--- src/rtl/lockstep_ctrl_unit.sv ---
`default_nettype none
// ----------------------------------------------------------------------------
// lockstep_ctrl_unit : bus-programmed split/lockstep handshake for core pairs
// Rev 1.0
// ----------------------------------------------------------------------------
module lockstep_ctrl_unit #(
  parameter int ID_WIDTH      = 2,
  parameter int NB_PAIRS      = 4,
  parameter int TIMEOUT_WIDTH = 16,
  parameter int TIMEOUT_RST   = 1024
) (
  input  logic                clk_i,
  input  logic                rst_ni,
  input  logic                req_i,
  input  logic [31:0]         addr_i,
  input  logic                wen_i,
  input  logic [31:0]         wdata_i,
  input  logic [3:0]          be_i,
  input  logic [ID_WIDTH-1:0] id_i,
  output logic                gnt_o,
  output logic                r_valid_o,
  output logic                r_opc_o,
  output logic [ID_WIDTH-1:0] r_id_o,
  output logic [31:0]         r_rdata_o,
  input  logic [NB_PAIRS-1:0] barrier_matched_i,
  output logic [NB_PAIRS-1:0] lockstep_mode_o,
  output logic                irq_o
);

  typedef enum logic [1:0] {
    SPLIT      = 2'd0,
    SYNC_ENTER = 2'd1,
    LOCKED     = 2'd2,
    SYNC_EXIT  = 2'd3
  } state_t;

  localparam logic [2:0] c_sel_mode_req = 3'd0;
  localparam logic [2:0] c_sel_status   = 3'd1;
  localparam logic [2:0] c_sel_timeout  = 3'd2;
  localparam logic [2:0] c_sel_err      = 3'd3;
  localparam logic [2:0] c_sel_irq_en   = 3'd4;

  logic [NB_PAIRS-1:0]      r_mode_req;
  logic [NB_PAIRS-1:0]      r_err_status;
  logic [NB_PAIRS-1:0]      r_irq_en;
  logic [NB_PAIRS-1:0]      r_lock;
  logic [TIMEOUT_WIDTH-1:0] r_timeout;
  state_t                   r_state [NB_PAIRS];
  logic [TIMEOUT_WIDTH-1:0] r_cnt   [NB_PAIRS];
  logic                     r_irq;
  logic                     r_valid;
  logic                     r_opc;
  logic [ID_WIDTH-1:0]      r_id;
  logic [31:0]              r_rdata;

  logic [2:0]               w_sel;
  logic                     w_wr;
  logic                     w_rd;
  logic                     w_bad;
  logic [31:0]              w_wmask;
  logic [31:0]              w_rd_val;
  logic [NB_PAIRS-1:0]      w_mode_req_wr;
  logic [NB_PAIRS-1:0]      w_irq_en_wr;
  logic [TIMEOUT_WIDTH-1:0] w_timeout_wr;
  logic [TIMEOUT_WIDTH-1:0] w_tmo_last;
  logic [NB_PAIRS-1:0]      w_err_clr;
  logic [NB_PAIRS-1:0]      w_timeout_hit;
  logic                     w_unused;

  assign w_sel    = addr_i[4:2];
  assign w_wr     = req_i & ~wen_i;
  assign w_rd     = req_i & wen_i;
  assign w_bad    = (w_sel > c_sel_irq_en) | (w_wr & (w_sel == c_sel_status));
  assign w_wmask  = {{8{be_i[3]}}, {8{be_i[2]}}, {8{be_i[1]}}, {8{be_i[0]}}};
  assign w_unused = ^{addr_i[31:5], addr_i[1:0]};

  assign w_mode_req_wr = NB_PAIRS'((32'(r_mode_req) & ~w_wmask) | (wdata_i & w_wmask));
  assign w_irq_en_wr   = NB_PAIRS'((32'(r_irq_en) & ~w_wmask) | (wdata_i & w_wmask));
  assign w_timeout_wr  = TIMEOUT_WIDTH'((32'(r_timeout) & ~w_wmask) | (wdata_i & w_wmask));
  assign w_err_clr     = (w_wr && w_sel == c_sel_err) ? NB_PAIRS'(wdata_i & w_wmask) : '0;
  assign w_tmo_last    = r_timeout - TIMEOUT_WIDTH'(1);

  always_comb begin
    w_rd_val = '0;
    case (w_sel)
      c_sel_mode_req: w_rd_val = 32'(r_mode_req);
      c_sel_status:   w_rd_val = 32'(r_lock);
      c_sel_timeout:  w_rd_val = 32'(r_timeout);
      c_sel_err:      w_rd_val = 32'(r_err_status);
      c_sel_irq_en:   w_rd_val = 32'(r_irq_en);
      default:        w_rd_val = '0;
    endcase
  end

  // A timeout only counts while the request is still pending and no barrier arrived.
  always_comb begin
    w_timeout_hit = '0;
    for (int k = 0; k < NB_PAIRS; k++) begin
      if (((r_state[k] == SYNC_ENTER && r_mode_req[k]) ||
           (r_state[k] == SYNC_EXIT && !r_mode_req[k])) &&
          !barrier_matched_i[k] && (r_timeout != '0) && (r_cnt[k] == w_tmo_last)) begin
        w_timeout_hit[k] = 1'b1;
      end
    end
  end

  always_ff @(posedge clk_i) begin
    if (!rst_ni) begin
      r_valid <= 1'b0;
      r_opc   <= 1'b0;
      r_id    <= '0;
      r_rdata <= '0;
    end else begin
      r_valid <= req_i;
      r_id    <= id_i;
      if (req_i) begin
        r_opc   <= w_bad;
        r_rdata <= (w_rd && !w_bad) ? w_rd_val : 32'd0;
      end else begin
        r_opc   <= 1'b0;
        r_rdata <= '0;
      end
    end
  end

  // Per-pair bit updates of r_mode_req come after the bus write so a timeout rewrite wins.
  always_ff @(posedge clk_i) begin
    if (!rst_ni) begin
      r_mode_req   <= '0;
      r_timeout    <= TIMEOUT_WIDTH'(TIMEOUT_RST);
      r_irq_en     <= '0;
      r_err_status <= '0;
      r_lock       <= '0;
      r_irq        <= 1'b0;
      for (int k = 0; k < NB_PAIRS; k++) begin
        r_state[k] <= SPLIT;
        r_cnt[k]   <= '0;
      end
    end else begin
      if (w_wr && w_sel == c_sel_mode_req) r_mode_req <= w_mode_req_wr;
      if (w_wr && w_sel == c_sel_timeout)  r_timeout  <= w_timeout_wr;
      if (w_wr && w_sel == c_sel_irq_en)   r_irq_en   <= w_irq_en_wr;
      r_err_status <= (r_err_status & ~w_err_clr) | w_timeout_hit;
      r_irq        <= |(r_err_status & r_irq_en);
      for (int k = 0; k < NB_PAIRS; k++) begin
        case (r_state[k])
          SPLIT: begin
            if (r_mode_req[k]) begin
              r_state[k] <= SYNC_ENTER;
              r_cnt[k]   <= '0;
            end
          end
          LOCKED: begin
            if (!r_mode_req[k]) begin
              r_state[k] <= SYNC_EXIT;
              r_cnt[k]   <= '0;
            end
          end
          SYNC_ENTER: begin
            if (!r_mode_req[k]) begin
              r_state[k] <= SPLIT;
            end else if (barrier_matched_i[k]) begin
              r_state[k] <= LOCKED;
              r_lock[k]  <= 1'b1;
            end else if (w_timeout_hit[k]) begin
              r_state[k]    <= SPLIT;
              r_mode_req[k] <= 1'b0;
            end else if (r_cnt[k] != '1) begin
              r_cnt[k] <= r_cnt[k] + TIMEOUT_WIDTH'(1);
            end
          end
          SYNC_EXIT: begin
            if (r_mode_req[k]) begin
              r_state[k] <= LOCKED;
            end else if (barrier_matched_i[k]) begin
              r_state[k] <= SPLIT;
              r_lock[k]  <= 1'b0;
            end else if (w_timeout_hit[k]) begin
              r_state[k]    <= LOCKED;
              r_mode_req[k] <= 1'b1;
            end else if (r_cnt[k] != '1) begin
              r_cnt[k] <= r_cnt[k] + TIMEOUT_WIDTH'(1);
            end
          end
          default: r_state[k] <= SPLIT;
        endcase
      end
    end
  end

  assign gnt_o           = req_i;
  assign r_valid_o       = r_valid;
  assign r_opc_o         = r_opc;
  assign r_id_o          = r_id;
  assign r_rdata_o       = r_rdata;
  assign lockstep_mode_o = r_lock;
  assign irq_o           = r_irq;

endmodule
`default_nettype wire
--- config.mk ---
export PLATFORM = sky130hd
export DESIGN_NAME = lockstep_ctrl_unit
export DESIGN_NICKNAME = d
export VERILOG_FILES = /design/src/rtl/lockstep_ctrl_unit.sv
export SDC_FILE = /design/constraint.sdc
export NUM_CORES = 1
export LEC_CHECK = 0
export BUFFER_PORTS_ARGS = -buffer_cell sky130_fd_sc_hd__buf_4
export CAP_MARGIN = 0
export CORE_MARGIN = 2
export CORE_UTILIZATION = 49
export CTS_CLUSTER_SIZE = 8
export DETAILED_ROUTE_END_ITERATION = 16
export PLACE_DENSITY_LB_ADDON = 0.08
export SLEW_MARGIN = 20
export SYNTH_ARGS = -nofsm -noshare
export SYNTH_HDL_FRONTEND = slang
export SYNTH_SLANG_ARGS = --single-unit
--- constraint.sdc ---
create_clock -name clk_i -period 4.6 [get_ports clk_i]
set_input_delay 0.23 -clock clk_i [delete_from_list [all_inputs] [get_ports clk_i]]
set_output_delay 0.23 -clock clk_i [all_outputs]
set_load 0.02 [all_outputs]
==> results.cfg, run 1 <==
[setup_path]
critical_path_class = reg2reg
path_delay_family = simple AND/OR/NAND/NOR gates
critical_path_buf_inv_count = 1
crit_path_start_kind = register
crit_fanout = 16
required_ps = 4670
slowest_delay_ps = 700
end_kind = register
cpMaxStageDelayCell = or4b_1
crit_chain = inv_1 -> ha_1 -> or4b_1 -> nor2_8 -> o2111ai_1 -> or4_1 -> or4_4 -> o21a_1 -> a211o_1
critPathArrivalTime_ps = 4010

[synthesis]
synthFlopType = edfxtp_1
synthArstFlopShare_pct = 0
synth_cell_types = 74
syn_inst = 892
yosysMostFrequentCell = nor2_1
netlist.top_cell.by_area = edfxtp_1
yosys-top-cells-area = edfxtp_1 27%, dfxtp_1 13%, xnor2_1 8.0%, nor2_1 4.9%, xor2_1 4.7%
ys_ff_latch = 125
yosys.area.top_type_share_pct = 26.6
ys_seq_area_share_pct = 39.7
syn_area_per_cell_sq_um = 9.10
synth_common_cells = 105 x nor2_1, 74 x xnor2_1, 72 x edfxtp_1
synth_edf_count = 72
synth_area_sq_um = 8120
yosys_warnings = 0

[sta]
setup_tns_ps = 0
setup_violations = 0
timing.fmax_ghz = 0.254
max_slew_margin_pct = 30.1
finalHoldViolCount = 0
worst_pin_slew_ps = 1050
maxSlewViolCount = 0
period_minus_slack_ps = 3940
rsz0062_at_grt = false
period_share_pct = 85.6
clock_skew_ps = 11.2
fin_ws_ps = 663

[global_route]
grt_pass1_wl_um = 35300
overflow = 0
grt_pass1_vias = 6475
grt_max_degree = 28
grt_usage_pct = 25.6
antenna_found_initial = 0

[cells_and_area]
n_antenna_cell = 0
synthToLayoutAreaGrowth_pct = 13.6
stdcell_count = 1162
drive_above_1_share_pct = 12.7
finalNetCount = 1013
fin_util_pct = 56.2

[hold_path]
hold_path.class = in2reg

[clock_network]
clockBufferDepth = 2
htreeDepth = 4
path_clk_slew_ps = 60
post_cts_buffers = 0
cts_tree = built
cts_made_buffers = 17
holdBufCountCts = 0
cts_resized = 0
clock_latency_ps = 420
cts_sinks = 125
root_buffer = clkbuf_16

[routing]
dr.pass1.iters = 6
via_per_inst = 5.86
drtIter0Drc = 582
drtAntennaViolNets = 0
vias = 6804
drc_errors = 0
wirelength_um = 22000
post_drt_wl_per_cell_um = 19.0

[power]
powerDensity_nw_per_um2 = 384
leakage_nw = 3.42
ir_worst_vdd_mv = 0.250
finalPower_w = 0.00354

[die]
die-width_um = 133
num_rows = 47
core_area_sq_um = 16400
start_util_pct = 49.5
die_h_um = 133
io_pins = 120
die_area_sq_um = 17600

[flow_run]
maxCapViolations = 0

[place]
dp_hpwl_um = 15900
finalWeightedCongestion = 0.915
pre_cts_slack_ps = 747
place_inst = 1130
io_buffers = 56

[outcome]
status = complete, no violations
## placed cells by master (no fill, tap or decap), types with 7 or more instances in the layout
master	n
and2_1	23
xnor3_1	9
nor2_1	105
o2111ai_1	7
a21oi_1	34
nand4_1	13
inv_1	18
xor2_1	44
o21ai_0	17
mux2i_1	21
nand2_1	61
nor3_1	46
and3_1	30
nand3_1	53
or3_1	10
or4_1	10
dfxtp_1	53
clkbuf_16	17
conb_1	16
edfxtp_1	72
a22oi_1	7
xnor2_1	74
buf_4	71
## final timing paths
check / startpoint / to / slack, ps / cells past startpoint
worst max-delay path: register / r_cnt[1][3] / 660 / 9
worst min-delay path: id_i[0] / r_id_o[0] / 20 / 2
worst max register to register: register / r_cnt[1][3] / 660 / 9
worst min register to register: r_err_status[2] / r_err_status[2] / 480 / 2
## worst register-to-register path: stages, from the launching register on
cell and delay [ps]:
dfxtp_1 380, inv_1 120, ha_1 170, or4b_1 700
nor2_8 250, o2111ai_1 200, or4_1 550, or4_4 460
o21a_1 240, a211o_1 520
## per-stage QoR
step | hold slack [ps] | area, sq um
after CTS | 2.98 | 9220
after floorplan | 357 | 8170
final | 16.6 | 9220
after detailed placement | 443 | 8660
after global routing | 19.6 | 9220
after global placement | 440 | 8660
## power by group
group	internal, W	leakage [nW]	switching [W]
Clock	0.000796	0.281	0.000484
Combinational	0.000293	1.95	0.000344
Sequential	0.00138	1.19	0.000243
Total	0.00247	3.42	0.00107
## routing by layer
layer	wire, um	track usage, %
met1	9730	35.3
met2	10400	41.0
met3	1670	5.17
met4	299	7.47
met5	0	0
## logic make-up (layout without fill, tap and decap cells)
group | Yosys count | after routing | synth area share, %
xor+xnor | 127 | 127 | 15.2
simple gates | 395 | 395 | 25.2
compound gates | 128 | 128 | 10.9
buf+inv | 86 | 121 | 4.99
flops | 125 | 125 | 39.7
other cells | 1 | 16 | 0.0462
fa+ha+maj | 6 | 6 | 0.925
mux | 24 | 24 | 3.01
## final cells by class
class / instances / area, sq um
fillers: 1493 / 7190
multi-input cells: 696 / 4560
flip-flops and latches: 125 / 3220
repair buffers: 71 / 533
clock buffers: 25 / 495
well taps: 220 / 275
inverters: 18 / 67.6
clock inverters: 7 / 61.3
Power figures use the tool's default switching activity.
==> run 2, diff against run 1 <==
- ABC_AREA: not set -> 1
==> run 2 against run 1 <==
Sequential power fell by 20%. Clock skew fell by 2.9 ps. Die area rose by 0.59%. Power fell by 17%. Register-to-register slack improved by 490 ps. Final cell count rose by 24%. Worst setup slack improved by 490 ps. Largest cell class unchanged. Highest routed layer unchanged.
==> results.cfg, run 2 <==
[outcome]
status = complete, no violations

[routing]
wirelength_um = 21900
drc_errors = 0
drtIter0Drc = 667
drtAntennaViolNets = 0
vias = 7526
via_per_inst = 5.21
dr.pass1.iters = 5
post_drt_wl_per_cell_um = 15.2

[clock_network]
cts_tree = built
root_buffer = clkbuf_16
cts_sinks = 125
cts_made_buffers = 17
clock_latency_ps = 420
htreeDepth = 4
clockBufferDepth = 2
path_clk_slew_ps = 60

[die]
num_rows = 47
die-width_um = 133
die_area_sq_um = 17700
start_util_pct = 49.6
core_area_sq_um = 16500
die_h_um = 133
io_pins = 120

[setup_path]
critPathMostFrequentCell = nand3_1
cpMaxStageDelayCell = dfxtp_1
critical_path_class = reg2reg
rrSetupSlack_ps = 1160
crit_fanout = 17
critical_path_buf_inv_count = 1
required_ps = 4620
critPathArrivalTime_ps = 3470
end_kind = register
crit_path_start_kind = register
slowest_delay_ps = 580
r2r_cells = 11
crit_chain = inv_1 -> ha_1 -> xnor2_1 -> or2_2 -> nand3_1 -> nor2_1 -> nand3_1 -> nor2_2 -> nand2_4 -> nand4_4 -> nand3_2
path_delay_family = simple AND/OR/NAND/NOR gates
r2r-end = r_cnt[0][1]

[synthesis]
synthArstFlopShare_pct = 0
synth_area_sq_um = 8170
syn_inst = 1150
synth_edf_count = 72
synth_cell_types = 46
netlist.top_cell.by_area = edfxtp_1
synth_common_cells = 288 x nand2_1, 168 x nor2_1, 140 x inv_1
yosys-top-cells-area = edfxtp_1 26%, nand2_1 13%, dfxtp_1 13%, nor2_1 7.7%, nand3_1 7.6%
synthFlopType = edfxtp_1
yosys_warnings = 0
ys_ff_latch = 125
yosysMostFrequentCell = nand2_1
syn_area_per_cell_sq_um = 7.10
ys_seq_area_share_pct = 39.5
yosys.area.top_type_share_pct = 26.5

[cells_and_area]
final_cell_mix = 288 x nand2_1, 168 x nor2_1, 140 x inv_1
final_common_cell = nand2_1
finalNetCount = 1295
n_antenna_cell = 0
fin_util_pct = 56.3
synthToLayoutAreaGrowth_pct = 13.5
drive_above_1_share_pct = 11.7

[sta]
timing.fmax_ghz = 0.290
rsz0062_at_grt = false
period_minus_slack_ps = 3440
setup_violations = 0
setup_tns_ps = 0
period_share_pct = 74.9
maxSlewViolCount = 0
max_slew_margin_pct = 50.8
fin_ws_ps = 1160
worst_pin_slew_ps = 736
clock_skew_ps = 8.25
finalHoldViolCount = 0

[global_route]
grt_pass1_wl_um = 35100
grt_pass1_vias = 6919
antenna_found_initial = 0
grt_usage_pct = 25.5
overflow = 0
grt_max_degree = 47

[power]
ir_worst_vdd_mv = 0.275
pwr-share-clk_pct = 42.4
leakage_nw = 4.13
switching_share_pct = 27.2
intPower_w = 0.00215
p_seq_share_pct = 44.4
p_switching_w = 0.000802
powerDensity_nw_per_um2 = 319
combPwrFrac_pct = 13.1

[place]
dp_hpwl_um = 17000
io_buffers = 56
pre_cts_slack_ps = 1160
finalWeightedCongestion = 0.936

[flow_run]
maxCapViolations = 0

[hold_path]
hold_path.class = in2reg
worstHoldStart = wdata_i[10]
hold_path_depth = 3
## run 2: changes by cell type in the layout (fill, tap and decap cells not counted), moves of 21 or more
cell and change:
and2_1 -23, nand2_1 +227, mux2i_1 -21, nor2_2 +25, and3_1 -30, nand3_1 +71, o21ai_0 +30, xnor2_1 -69
inv_1 +122, nor2_1 +63
## run 2: final cells by class
type | instances | area [sq um]
Clock buffer | 24 | 482
Clock inverter | 8 | 65.1
Fill cell | 1585 | 7200
Inverter | 142 | 533
Multi-Input combinational cell | 864 | 4220
Sequential cell | 125 | 3220
Tap cell | 220 | 275
Timing Repair Buffer | 61 | 463
## run 2: metrics by stage
stage / total power (W) / cells / hold WS (ps) / instance area, sq um
6_report: 0.00295 / 1444 / 38.7 / 9270
5_1_grt: 0.00308 / 1444 / 41.1 / 9270
4_1_cts: 0.00297 / 1444 / 39.5 / 9270
3_5_place_dp: 0.00171 / 1410 / 416 / 8700
3_3_place_gp: 0.00171 / 1410 / 410 / 8700
2_1_floorplan: 0.00161 / 1165 / 328 / 8220
## run 2: kinds of logic after synthesis
family / synth area share, %
and+or+nand+nor: 38.1
buffers and inverters: 9.50
DFF: 39.5
AOI/OAI and AO/OA: 7.35
xor gates and xnor gates: 4.61
adders and majority gates: 0.919
other: 0.0459
## run 2: power groups by stage
stage          sequential [W]  combinational [W]  clock, W
2_1_floorplan         0.00132           0.000292         0
3_3_place_gp          0.00133           0.000380         0
3_5_place_dp          0.00133           0.000382         0
4_1_cts               0.00131           0.000386   0.00128
5_1_grt               0.00132           0.000441   0.00132
6_report              0.00131           0.000388   0.00125
## run 2: per-layer routing
layer / GRT usage [%] / share of wire (%) / up-vias
li1: - / - / 3847
met5: 0 / 0 / -
met2: 40.1 / 44 / 244
met3: 4.68 / 6.8 / 36
met4: 9.75 / 2.9 / 0
met1: 35.1 / 46 / 3399
## run 2: worst max-delay path by stage
| stage | start | end | slack (ps) | cells after the start |
|---|---|---|---|---|
| after floorplan | register | r_cnt[1][0] | 1870 | 16 |
| after global placement | register | r_cnt[0][14] | 1220 | 11 |
| after detailed placement | register | r_cnt[0][11] | 1160 | 11 |
| after CTS | register | r_cnt[0][1] | 1180 | 11 |
| after global routing | register | r_cnt[0][12] | 900 | 11 |
| final | register | r_cnt[0][1] | 1160 | 11 |
## run 2: timing repair
item / CTS / global route
endpoints found under the hold margin: 2 / 0
setup buffers: 0 / 0
gates resized for setup: 0 / 0
hold buffers: 2 / 0
endpoints found under the setup margin: 0 / 0
## run 2: worst min-delay path, delay by kind of cell
kind            cells  cell delay [ps]
buf+inv             1               80
compound gates      2              110
